==> src/rtl/useq_stack_sequencer.sv <==
// useq_stack_sequencer: microcode address sequencer with call/return stack, relative branches and wait loops.
module useq_stack_sequencer #(
  parameter int UADDR_W = 14,
  parameter int OPCODE_W = 8,
  parameter int OFFSET_W = 7,
  parameter int COND_N = 16,
  parameter int STACK_DEPTH = 4,
  parameter logic [UADDR_W-1:0] FETCH_ADDR = 14'h0010,
  parameter logic [UADDR_W-1:0] TRAP_ADDR = 14'h0020
) (
  input  logic                               arst,
  input  logic                               clk,
  input  logic                               stall,
  input  logic [2:0]                         typ,
  input  logic [OFFSET_W-1:0]                offset,
  input  logic [$clog2(COND_N)-1:0]          cond_sel,
  input  logic                               cond_invert,
  input  logic                               escape,
  input  logic [COND_N-1:0]                  cond_vec,
  input  logic [OPCODE_W-1:0]                ir,
  input  logic                               dma_req,
  input  logic                               int_pending,
  input  logic                               err_clr,
  output logic [UADDR_W-1:0]                 u_addr,
  output logic                               cond_out,
  output logic [$clog2(STACK_DEPTH+1)-1:0]   sp_level,
  output logic                               err_overflow,
  output logic                               err_underflow
);
  localparam int SP_W = $clog2(STACK_DEPTH + 1);
  localparam int IDX_W = STACK_DEPTH > 1 ? $clog2(STACK_DEPTH) : 1;
  localparam int S = UADDR_W - OPCODE_W;
  localparam logic [2:0] JMP = 3'd0, BR = 3'd1, ENDW = 3'd2, DISP = 3'd3,
                         CALL = 3'd4, RET = 3'd5, CCALL = 3'd6, WAITW = 3'd7;
  logic [UADDR_W-1:0] r_u_addr;
  logic [SP_W-1:0]    r_sp;
  logic               r_err_ovf, r_err_unf;
  logic [UADDR_W-1:0] r_stack [STACK_DEPTH];
  logic [UADDR_W-1:0] w_inc, w_tgt, w_disp, w_next;
  logic [IDX_W-1:0]   w_wr_idx, w_rd_idx;
  logic               w_cond, w_full, w_empty, w_push, w_pop, w_flush, w_ovf, w_unf;
  assign w_cond   = cond_vec[cond_sel] ^ cond_invert;
  assign w_inc    = r_u_addr + UADDR_W'(1);
  assign w_tgt    = r_u_addr + UADDR_W'($signed(offset));
  assign w_disp   = (UADDR_W'(ir) << S) | (UADDR_W'(escape) << (S - 2));
  assign w_full   = r_sp == SP_W'(STACK_DEPTH);
  assign w_empty  = r_sp == '0;
  assign w_wr_idx = IDX_W'(r_sp);
  assign w_rd_idx = IDX_W'(r_sp - SP_W'(1));
  always_comb begin
    w_next  = w_inc;
    w_push  = 1'b0;
    w_pop   = 1'b0;
    w_flush = 1'b0;
    w_ovf   = 1'b0;
    w_unf   = 1'b0;
    case (typ)
      JMP:   w_next = w_tgt;
      BR:    w_next = w_cond ? w_tgt : w_inc;
      ENDW: begin
        w_next  = (dma_req | int_pending) ? TRAP_ADDR : FETCH_ADDR;
        w_flush = 1'b1;
      end
      DISP:  w_next = w_disp;
      CALL, CCALL: if (typ == CALL || w_cond) begin
        w_next = w_tgt;
        w_push = !w_full;
        w_ovf  = w_full;
      end
      RET: begin
        w_next = w_empty ? TRAP_ADDR : r_stack[w_rd_idx];
        w_pop  = !w_empty;
        w_unf  = w_empty;
      end
      WAITW: w_next = w_cond ? r_u_addr : w_inc;
      default: w_next = w_inc;
    endcase
  end
  // Stack storage needs no reset: sp_level alone defines which entries are live.
  always_ff @(posedge clk)
    if (!stall && w_push) r_stack[w_wr_idx] <= w_inc;
  always_ff @(posedge clk or posedge arst) begin
    if (arst) begin
      r_u_addr  <= '0;
      r_sp      <= '0;
      r_err_ovf <= 1'b0;
      r_err_unf <= 1'b0;
    end else begin
      if (!stall) begin
        r_u_addr <= w_next;
        r_sp     <= w_flush ? '0 : w_push ? r_sp + SP_W'(1) : w_pop ? r_sp - SP_W'(1) : r_sp;
      end
      r_err_ovf <= (w_ovf && !stall) || (r_err_ovf && !err_clr);
      r_err_unf <= (w_unf && !stall) || (r_err_unf && !err_clr);
    end
  end
  assign u_addr        = r_u_addr;
  assign cond_out      = w_cond;
  assign sp_level      = r_sp;
  assign err_overflow  = r_err_ovf;
  assign err_underflow = r_err_unf;
endmodule
==> config.mk <==
export PLATFORM = sky130hd
export DESIGN_NAME = useq_stack_sequencer
export DESIGN_NICKNAME = d
export VERILOG_FILES = /design/src/rtl/useq_stack_sequencer.sv
export SDC_FILE = /design/constraint.sdc
export NUM_CORES = 1
export LEC_CHECK = 0
export ABC_CLOCK_PERIOD_IN_PS = 5100
export CORE_UTILIZATION = 59
export CTS_CLUSTER_DIAMETER = 200
export DETAILED_ROUTE_END_ITERATION = 8
export PLACE_DENSITY = 0.94
export SYNTH_ARGS = -nofsm -noshare
export SYNTH_HDL_FRONTEND = slang
export SYNTH_SLANG_ARGS = --single-unit
==> constraint.sdc <==
create_clock -name clk -period 5.1 [get_ports clk]
set_input_delay 1.02 -clock clk [delete_from_list [all_inputs] [get_ports clk]]
set_output_delay 1.02 -clock clk [all_outputs]
set_load 0.03 [all_outputs]
==> metrics.md, run 1 <==
| Metric | Value |
|---|---|
| Outcome | `finished, final reports clean` |
| Post-Syn Area per Cell | `12.0 µm²` |
| CTS resizes | `0` |
| Placer Congestion | `about 0.9` |
| Critical path startpoint category | `input pin` |
| Crit path time final | `roughly 4.8 ns` |
| Vias post-DR | `~3400` |
| First-pass DRT Iterations | `5` |
| DRC viols | `0` |
| Worst VDD drop | `approximately 0.60 mV` |
| Total Die Area | `slightly below 8000 µm²` |
| Clk_lat worst skew | `around 0.35 ns` |
| Ant diodes | `0` |
| Row count | `30` |
| Core area | `6980 µm²` |
| Hold slack | `between 0.5 and 0.6 ns` |
| Max_slew headroom | `0.116` |
| Initial core utilization | `0.624` |
| Final Instance Area | `5340 µm²` |
| Most frequent cell after synthesis | `edfxtp_1` |
| Crit-path max FO | `7` |
| Vias in the first global route | `3367` |
| Overall power | `around 2.6 mW` |
| Die X | `between 80 and 90 µm` |
| Initial drt markers | `380` |
| Pwr/cell area | `~490 nW/µm²` |
| DP Area | `slightly above 5000 µm²` |
| Syn Inst Count | `362` |
| Overflow after GRT | `0` |
| Worst Tran Pin Value | `about 1.3 ns` |
| Port bufs | `65` |
| Crit-path max cell delay | `approximately 0.68 ns` |
| Post-Syn Area | `4360 µm²` |
| Clock Tree Root | `clkbuf_8` |
| Final HPWL DP | `about 7.7 mm` |
| Final hold violation count | `0` |
| Kind of critical path | `in2out` |
| Leakage | `approximately 2 nW` |
| WL/cell | `between 20 and 25 µm` |
| Setup TNS | `0 ns` |
| Post-synthesis cell type count | `between 60 and 70` |
| I/O pin total | `66` |
| Slew Viols, Final | `0` |
| Clock transition at path regs | `approximately 0.09 ns` |
| YS warnings | `0` |
| Top-area cell type share of the netlist area | `0.386` |
| RSZ-0062 raised after global routing | `false` |
| Final setup fails | `0` |
| Main synth FF type | `edfxtp_1` |
| Fmax | `between 200 and 250 MHz` |
| Hold WC Path Type | `reg2reg` |
| Ys async rst share | `0.253` |
| Setup Skew | `between 0.01 and 0.015 ns` |
| Fin util | `0.765` |
| Largest net degree at the start of global routing | `20` |
| Final WL | `roughly 11 mm` |
| CTS H-tree lvls | `3` |
| Area delta synth->final | `22.5%` |
| Commonest cells post-synth | `edfxtp_1 (56), nand2_1 (27), o21ai_0 (23)` |
| Final ANT Viol Nets | `0` |
| Crit end category | `output pin` |
| Sequential area share after synthesis | `0.495` |
| Area contributors post-synth | `edfxtp_1 (39%), dfrtp_1 (11%), mux4_2 (7.2%)` |
| Share of cells above drive strength 1 | `0.110` |
| CTS tree | `built` |
| Post-CTS Setup Bufs | `0` |
| Post-CTS Hold Buffers | `0` |
| Initial antenna violation count | `0` |
| Longest Clk Path Bufs | `2` |
| WP data required | `approximately 4 ns` |
| Critical Path AT | `3.74 ns` |
| Die height | `87.9 µm` |
| Clk sinks | `75` |
| Gr usage total | `0.298` |
| Vias per std cell | `between 6 and 7` |
| Crit path max-delay cell type | `clkdlybuf4s50_1` |
| Critical-path cell list | `clkdlybuf4s50_1, mux4_1, mux2i_1, mux2i_1, nand3b_4, inv_4, clkdlybuf4s50_1` |
| CTS Buf Count | `9` |
| Max-Cap Viols | `0` |
| Yosys reg bits | `75` |
| Synthesized Nets | `about 430` |
| Fillers | `approximately 440` |
| EDFF count, synth | `56` |
| First-pass GRT wire length | `between 15 and 20 mm` |
| Final nets | `between 400 and 500` |
| Synth area leader | `edfxtp_1` |
| Tcrit/Tclk final | `0.934` |
path summary, 6_finish.rpt:
check,depth (start not counted),startpoint,slack (ns),endpoint
worst max-delay path,7,cond_sel[2],0.34,cond_out
worst min register to register,2,err_overflow,0.55,err_overflow
min in group asynchronous,2,arst,1.11,u_addr[10]
worst min-delay path,2,err_overflow,0.55,err_overflow
worst max register to register,9,u_addr[1],2.35,u_addr[13]
max in group asynchronous,2,arst,3.49,u_addr[5]
report_power, final:
| group | total (mW) | internal, mW | leakage, nW | switching, mW |
|---|---|---|---|---|
| combinational | 1.23 | 0.535 | 1.16 | 0.694 |
| clock | 0.488 | 0.240 | 0.107 | 0.248 |
| sequential | 0.917 | 0.801 | 0.741 | 0.117 |
| total | 2.63 | 1.58 | 2.01 | 1.06 |
flip-flops by register name, summed over array words and instances (netlist names):
signal / flops
sp_level: 3
u_addr: 14
r_stack: 56
err_underflow: 1
err_overflow: 1
worst max-delay path, delay by kind of cell:
family / cells / cell delay, ns
buffers and inverters: 3 / 1.38
multiplexers: 3 / 1.20
AND/OR/NAND/NOR: 1 / 0.15
layer usage:
metal  track usage  wire length, µm
met1         0.375             3990
met2         0.524             5430
met3        0.0631             1010
met4        0.0835              244
met5             0                0
kinds of logic (layout without fill, tap and decap cells):
kind of cell	count (synthesis)	count (layout)	synth area share
and+or+nand+nor	103	103	0.123
AOI/OAI and AO/OA	87	87	0.139
DFF	75	75	0.495
buffers and inverters	32	107	0.0304
muxes	23	23	0.108
adders and majority gates	21	21	0.0620
xor gates and xnor gates	21	21	0.0422
placed cells by master, fill, tap and decap left out, types with 3 or more instances in the layout:
| cell type | n |
|---|---|
| clkdlybuf4s50_1 | 65 |
| edfxtp_1 | 56 |
| nand2_1 | 27 |
| o21ai_0 | 23 |
| nor2_1 | 21 |
| ha_1 | 20 |
| dfrtp_1 | 19 |
| inv_1 | 18 |
| a21oi_1 | 15 |
| mux4_2 | 14 |
| xnor2_1 | 13 |
| nand3_1 | 12 |
| clkbuf_8 | 9 |
| nand2b_1 | 8 |
| xor2_1 | 8 |
| nor3_1 | 7 |
| buf_4 | 7 |
| and3_1 | 6 |
| a22oi_1 | 6 |
| and2_1 | 5 |
| mux4_1 | 4 |
| mux2i_1 | 4 |
| a211oi_1 | 4 |
| a21o_1 | 4 |
| inv_8 | 4 |
| or2_2 | 3 |
| a41oi_1 | 3 |
| o32ai_1 | 3 |
| a222oi_1 | 3 |
| or3_1 | 3 |
stage by stage:
stage / instances / setup WS, ns
finish: 533 / 0.336
global route: 533 / 0.257
CTS: 533 / 0.333
detailed placement: 517 / 0.341
global placement: 517 / 0.441
floorplan: 362 / 1.69
final cells by class:
cell class | instances | area [µm²] | area share
Inverter | 19 | 73.8 | 0.0138
Timing Repair Buffer | 72 | 703 | 0.132
Clock buffer | 9 | 124 | 0.0232
Tap cell | 96 | 120 | 0.0225
Multi-Input combinational cell | 255 | 2070 | 0.387
Sequential cell | 75 | 2160 | 0.404
Clock inverter | 7 | 91.3 | 0.0171
No activity file was read; power rests on OpenSTA's default activity.
==> inputs of run 2 (changes only) <==
Settings changed: CORE_MARGIN set to 2, CORE_UTILIZATION 59 to 43, PLACE_DENSITY 0.94 to 0.74.
==> metrics.md, run 2 (synthesis results as in run 1) <==
| Metric | Value |
|---|---|
| Outcome | `finished, final reports clean` |
| Setup crit start | `cond_sel[2]` |
| Overall power | `2.58 mW (-2.0%)` |
| Gr usage total | `0.196 (-0.103)` |
| Critical Path AT | `3.75 ns (about the same)` |
| Clock Tree Root | `clkbuf_8` |
| First-pass DRT Iterations | `6 (+1)` |
| Largest net degree at the start of global routing | `20 (unchanged)` |
| Fillers | `846 (+91%)` |
| Ant diodes | `0 (unchanged)` |
| Overflow after GRT | `0 (unchanged)` |
| WL/cell | `18.2 µm (-9.2%)` |
| Setup TNS | `0 ns (unchanged)` |
| Clock transition at path regs | `0.08 ns (about the same)` |
| CTS resizes | `0 (unchanged)` |
| RSZ-0062 raised after global routing | `false` |
| Max_slew headroom | `0.409 (+0.292)` |
| Core area | `9820 µm² (+41%)` |
| Max reg flops | `56 (unchanged)` |
| Slew Viols, Final | `0 (unchanged)` |
| Initial antenna violation count | `0 (unchanged)` |
| Clock power share | `0.183 (-0.002)` |
| FF+latch area | `2160 µm² (unchanged)` |
| Kind of critical path | `in2out` |
| Pwr/cell area | `479 nW/µm² (-2.9%)` |
| Max-Cap Viols | `0 (unchanged)` |
| Sequential share of power | `0.353 (+0.005)` |
| Hold slack | `0.531 ns (-0.0200 ns)` |
| Worst Tran Pin Value | `0.884 ns (-0.424 ns)` |
| Fmax | `210 MHz (about the same)` |
| CTS H-tree lvls | `3 (unchanged)` |
| Layout Cells excl Fill | `572 (+7.3%)` |
| Multi-input logic area | `2070 µm² (unchanged)` |
| Final Instance Area | `5390 µm² (+0.98%)` |
| Port bufs | `65 (unchanged)` |
| Fin worst setup slack | `0.335 ns (-0.00102 ns)` |
| Most frequent cells in the layout | `clkdlybuf4s50_1 (65), edfxtp_1 (56), nand2_1 (27), o21ai_0 (23), nor2_1 (21)` |
| Vias per std cell | `5.74 (-11%)` |
| Crit-path max FO | `7 (unchanged)` |
| Hold WC Path Type | `reg2reg` |
| First-pass GRT wire length | `16.7 mm (-0.21%)` |
| Total Die Area | `11000 µm² (+42%)` |
| Die height | `105 µm (+19%)` |
| Clk_lat worst skew | `0.35 ns (about the same)` |
| DP Area | `5180 µm² (+1.2%)` |
| Final ANT Viol Nets | `0 (unchanged)` |
| Min-Delay Startpoint | `err_overflow` |
| Post-Place Cells | `556 (+7.5%)` |
| Tcrit/Tclk final | `0.934 (about the same)` |
| Most common cell after layout, fill and taps aside | `clkdlybuf4s50_1` |
| Longest Clk Path Bufs | `2 (unchanged)` |
| Final hold violation count | `0 (unchanged)` |
| Comb pwr share | `0.464 (-0.003)` |
| CTS tree | `built` |
| Initial core utilization | `0.444 (-0.180)` |
| Final WL | `10.4 mm (-2.6%)` |
| I/O pin total | `66 (unchanged)` |
| Area delta synth->final | `23.7%` |
| Crit end category | `output pin` |
| Pre-CTS setup slack | `0.321 ns (-0.0209 ns)` |
| Fin util | `0.549 (-0.216)` |
| Leakage | `2.01 nW (about the same)` |
| Reg2reg start | `u_addr[0]` |
| Switching Power | `1.01 mW (-4.2%)` |
| Vias post-DR | `3282 (-4.7%)` |
| Int Pwr | `1.57 mW (-0.49%)` |
| CTS Buf Count | `9 (unchanged)` |
| Sw Ratio | `0.393 (-0.00910)` |
| Final setup fails | `0 (unchanged)` |
| Die X | `105 µm (+19%)` |
| Post-CTS Setup Bufs | `0 (unchanged)` |
| Final HPWL DP | `7.57 mm (-1.1%)` |
| WP data required | `4.08 ns (about the same)` |
| Final nets | `501 (+0.40%)` |
| Vias in the first global route | `3193 (-5.2%)` |
| Worst VDD drop | `0.393 mV (-35%)` |
| Initial drt markers | `192 (-49%)` |
| Setup Skew | `0.00937 ns (-0.00319 ns)` |
| Crit path time final | `4.77 ns (+0.00102 ns)` |
| Row count | `36 (+20%)` |
| R2R Setup Slk | `2.44 ns (+0.09 ns)` |
| Share of cells above drive strength 1 | `0.114 (+0.00406)` |
| Clk sinks | `75 (unchanged)` |
| Largest register by flop count | `r_stack` |
| Critical path startpoint category | `input pin` |
| Post-CTS Hold Buffers | `0 (unchanged)` |
| DRC viols | `0 (unchanged)` |
| Placer Congestion | `0.874 (-2.6%)` |
run 2: cell types whose count changed in the layout (fill, tap and decap cells not counted), sizes merged:
| cell | change |
|---|---|
| inv | -1 |
| clkinvlp | +1 |
| buf | +2 |
run 2: metal layers:
| metal | vias to the layer above | track usage | wire length [µm] | part of all wire |
|---|---|---|---|---|
| met5 | - | 0 | 0 | 0 |
| met4 | 0 | 0.0400 | 111 | 0.011 |
| met3 | 12 | 0.0605 | 782 | 0.075 |
| met2 | 136 | 0.314 | 4920 | 0.47 |
| met1 | 1596 | 0.264 | 4590 | 0.44 |
| li1 | 1538 | - | - | - |
run 2: cell type report:
| cell class | count | share of cell area |
|---|---|---|
| flip-flops and latches | 75 | 0.400 |
| multi-input cells | 255 | 0.384 |
| repair buffers | 74 | 0.133 |
| well taps | 133 | 0.0309 |
| clock buffers | 9 | 0.0230 |
| clock inverters | 7 | 0.0153 |
| inverters | 19 | 0.0137 |
run 2: power groups by stage:
stage          logic [mW]  clock network, mW  registers (mW)
6_report             1.20              0.472           0.913
5_1_grt              1.31              0.508           0.931
4_1_cts              1.21              0.484           0.915
3_5_place_dp         1.20                  0           0.928
3_3_place_gp         1.17                  0           0.925
2_1_floorplan       0.720                  0            1.01
run 2: worst paths after layout:
kind,cells past startpoint,to
worst min register to register,2,err_overflow
min in group asynchronous,2,err_underflow
worst min-delay path,2,err_overflow
worst max register to register,11,u_addr[12]
max in group asynchronous,2,sp_level[0]
worst max-delay path,7,cond_out
run 2: worst max-delay path, cell delays in order:
cell	delay, ns
clkdlybuf4s50_1	0.59
mux4_1	0.59
mux2i_1	0.19
mux2i_1	0.42
nand3b_4	0.15
inv_4	0.11
clkdlybuf4s50_1	0.67
==> inputs of run 3 (changes only) <==
Settings changed: ABC_CLOCK_PERIOD_IN_PS 5100 to 4600.
Clock period 5.1 ns to 4.6 ns, I/O delays scaled along.
==> metrics.md, run 3 (synthesis results as in run 1) <==
| Metric | Value |
|---|---|
| Outcome | `finished, final reports clean` |
| I/O pin total | `66 (unchanged)` |
| Share of cells above drive strength 1 | `0.118 (+0.00429)` |
| Worst r2r dst | `u_addr[12]` |
| Tcrit/Tclk final | `0.912` |
| CTS H-tree lvls | `3 (unchanged)` |
| Crit-path max cell delay | `0.60 ns (-0.07 ns)` |
| Die height | `105 µm (unchanged)` |
| Min-Delay Startpoint | `err_overflow` |
| Slew Viols, Final | `0 (unchanged)` |
| Leakage | `2.03 nW (+0.71%)` |
| Pwr/cell area | `526 nW/µm² (+9.8%)` |
| Post-CTS Hold Buffers | `0 (unchanged)` |
| Multi-input logic area | `2070 µm² (+0.18%)` |
| RSZ-0062 raised after global routing | `false` |
| Max reg flops | `56 (unchanged)` |
| Max-Cap Viols | `0 (unchanged)` |
| Critical-path cell list | `clkdlybuf4s50_1, mux4_1, mux2i_1, mux2i_2, nand3b_4, inv_4, dlymetal6s2s_1` |
| Int Pwr | `1.69 mW (+8.1%)` |
| Vias in the first global route | `3202 (+0.28%)` |
| CP top delay family | `multiplexers` |
| CTS Buf Count | `9 (unchanged)` |
| Crit path time final | `between 4 and 5 ns` |
| Hold depth | `2 (unchanged)` |
| Largest register by flop count | `r_stack` |
| R2R depth | `11 (unchanged)` |
| Overflow after GRT | `0 (unchanged)` |
| Met3 usage | `0.0543 (-0.00624)` |
| CP bufs+invs | `3 (unchanged)` |
| Max_slew headroom | `0.482 (+0.0734)` |
| Final WL | `10.5 mm (+0.76%)` |
| Row count | `36 (unchanged)` |
| Setup TNS | `0 ns (unchanged)` |
| Clock power share | `0.177 (-0.006)` |
| Critical Path AT | `3.27 ns (-0.48 ns)` |
| Crit-path max FO | `7 (unchanged)` |
| Clock Tree Root | `clkbuf_8` |
| Layout Cells excl Fill | `573 (+0.17%)` |
| Most frequent cells in the layout | `clkdlybuf4s50_1 (64), edfxtp_1 (56), nand2_1 (27), o21ai_0 (23), nor2_1 (21)` |
| WP data required | `3.68 ns (-0.40 ns)` |
| Longest Clk Path Bufs | `2 (unchanged)` |
| Switching Power | `1.14 mW (+13%)` |
| Kind of critical path | `in2out` |
| Fmax | `roughly 240 MHz` |
| Final ANT Viol Nets | `0 (unchanged)` |
| Sw Ratio | `0.403 (+0.0103)` |
| Clk_lat worst skew | `0.36 ns (about the same)` |
| DRC viols | `0 (unchanged)` |
| WL/cell | `18.3 µm (+0.58%)` |
| Met1 Usage GRT | `0.257 (-0.00692)` |
| Initial drt markers | `228 (+19%)` |
| Worst Hold End | `err_overflow` |
| DP Area | `5190 µm² (+0.14%)` |
| Setup Skew | `0.0120 ns (+0.00261 ns)` |
| R2R Setup Slk | `2.00 ns (-0.44 ns)` |
| FF+latch area | `2160 µm² (unchanged)` |
| Vias per std cell | `5.71 (-0.48%)` |
| Final HPWL DP | `7.64 mm (+0.93%)` |
| Total Die Area | `11000 µm² (unchanged)` |
| Clock transition at path regs | `0.09 ns (about the same)` |
| Core area | `9820 µm² (unchanged)` |
| GRT busiest layer | `met2` |
| Initial antenna violation count | `0 (unchanged)` |
| Ant diodes | `0 (unchanged)` |
| Most common cell after layout, fill and taps aside | `clkdlybuf4s50_1` |
| Largest net degree at the start of global routing | `20 (unchanged)` |
| CTS tree | `built` |
| Worst Tran Pin Value | `0.776 ns (-0.108 ns)` |
| M2 GR Usage | `0.331 (+0.0163)` |
| Area delta synth->final | `23.8% (about the same)` |
| First-pass DRT Iterations | `5 (-1)` |
| Gr usage total | `0.197 (+0.00102)` |
| Fillers | `883 (+4.4%)` |
| Clk sinks | `75 (unchanged)` |
| Critical path startpoint category | `input pin` |
| Final Instance Area | `5400 µm² (about the same)` |
| Final setup fails | `0 (unchanged)` |
| Overall power | `2.84 mW (+9.9%)` |
| Vias post-DR | `3272 (-0.30%)` |
| Sequential share of power | `0.357 (+0.004)` |
| Comb pwr share | `0.466 (+0.002)` |
| Worst VDD drop | `0.367 mV (-6.6%)` |
| Placer Congestion | `0.892 (+2.1%)` |
| Reg2reg start | `u_addr[0]` |
| Crit path max-delay cell type | `mux4_1` |
| Final nets | `502 (+0.20%)` |
| Post-Place Cells | `557 (+0.18%)` |
| Port bufs | `65 (unchanged)` |
| Die X | `105 µm (unchanged)` |
| Hold WC Path Type | `reg2reg` |
| Final hold violation count | `0 (unchanged)` |
| Fin util | `0.549 (about the same)` |
| Crit end category | `output pin` |
| First-pass GRT wire length | `16.7 mm (about the same)` |
| Stages on worst setup path | `7 (unchanged)` |
| Initial core utilization | `0.444 (unchanged)` |
==> run 3: worst max-delay path by stage <==
stage                      from             to  slack [ns]
finish              cond_sel[2]       cond_out        0.41
global placement    cond_sel[2]       cond_out        0.12
floorplan           cond_sel[2]  r_stack[0][0]        1.29
CTS                 cond_sel[2]       cond_out       0.002
global route        cond_sel[2]       cond_out        0.32
detailed placement  cond_sel[2]       cond_out       0.006
==> run 3: final cells by class <==
cell class	count	share of cell area
clock buffers	9	0.0230
clock inverters	7	0.0137
inverters	19	0.0137
multi-input cells	255	0.384
flip-flops and latches	75	0.400
well taps	133	0.0308
repair buffers	75	0.135
==> run 3: timing repair <==
action,in CTS,in global routing
buffers inserted,0,0
setup endpoints to repair,0,1
hold endpoints to repair,0,0
gates resized for setup,0,2
==> run 3: metrics by stage <==
step / hold slack (ns) / setup slack [ns]
floorplan: 0.658 / 1.29
global placement: 0.501 / 0.115
detailed placement: 0.510 / 0.00552
CTS: 0.530 / 0.00160
global route: 0.553 / 0.318
finish: 0.524 / 0.406
==> run 3: tightest hold or removal path: stages (launching register included) <==
cell	delay [ns]
dfrtp_1	0.35
inv_1	0.04
o32ai_1	0.09
==> run 3: power groups by stage <==
stage	clock network (mW)	registers [mW]	logic (mW)
6_report	0.503	1.01	1.32
5_1_grt	0.543	1.03	1.44
4_1_cts	0.514	1.01	1.33
3_5_place_dp	0	1.03	1.32
3_3_place_gp	0	1.03	1.29
2_1_floorplan	0	1.12	0.798
==> run 3: routing by layer <==
layer / wire length (µm) / vias to the layer above
met4: 127 / 0
met2: 5030 / 128
met1: 4600 / 1586
met5: 0 / -
met3: 726 / 13
li1: - / 1545
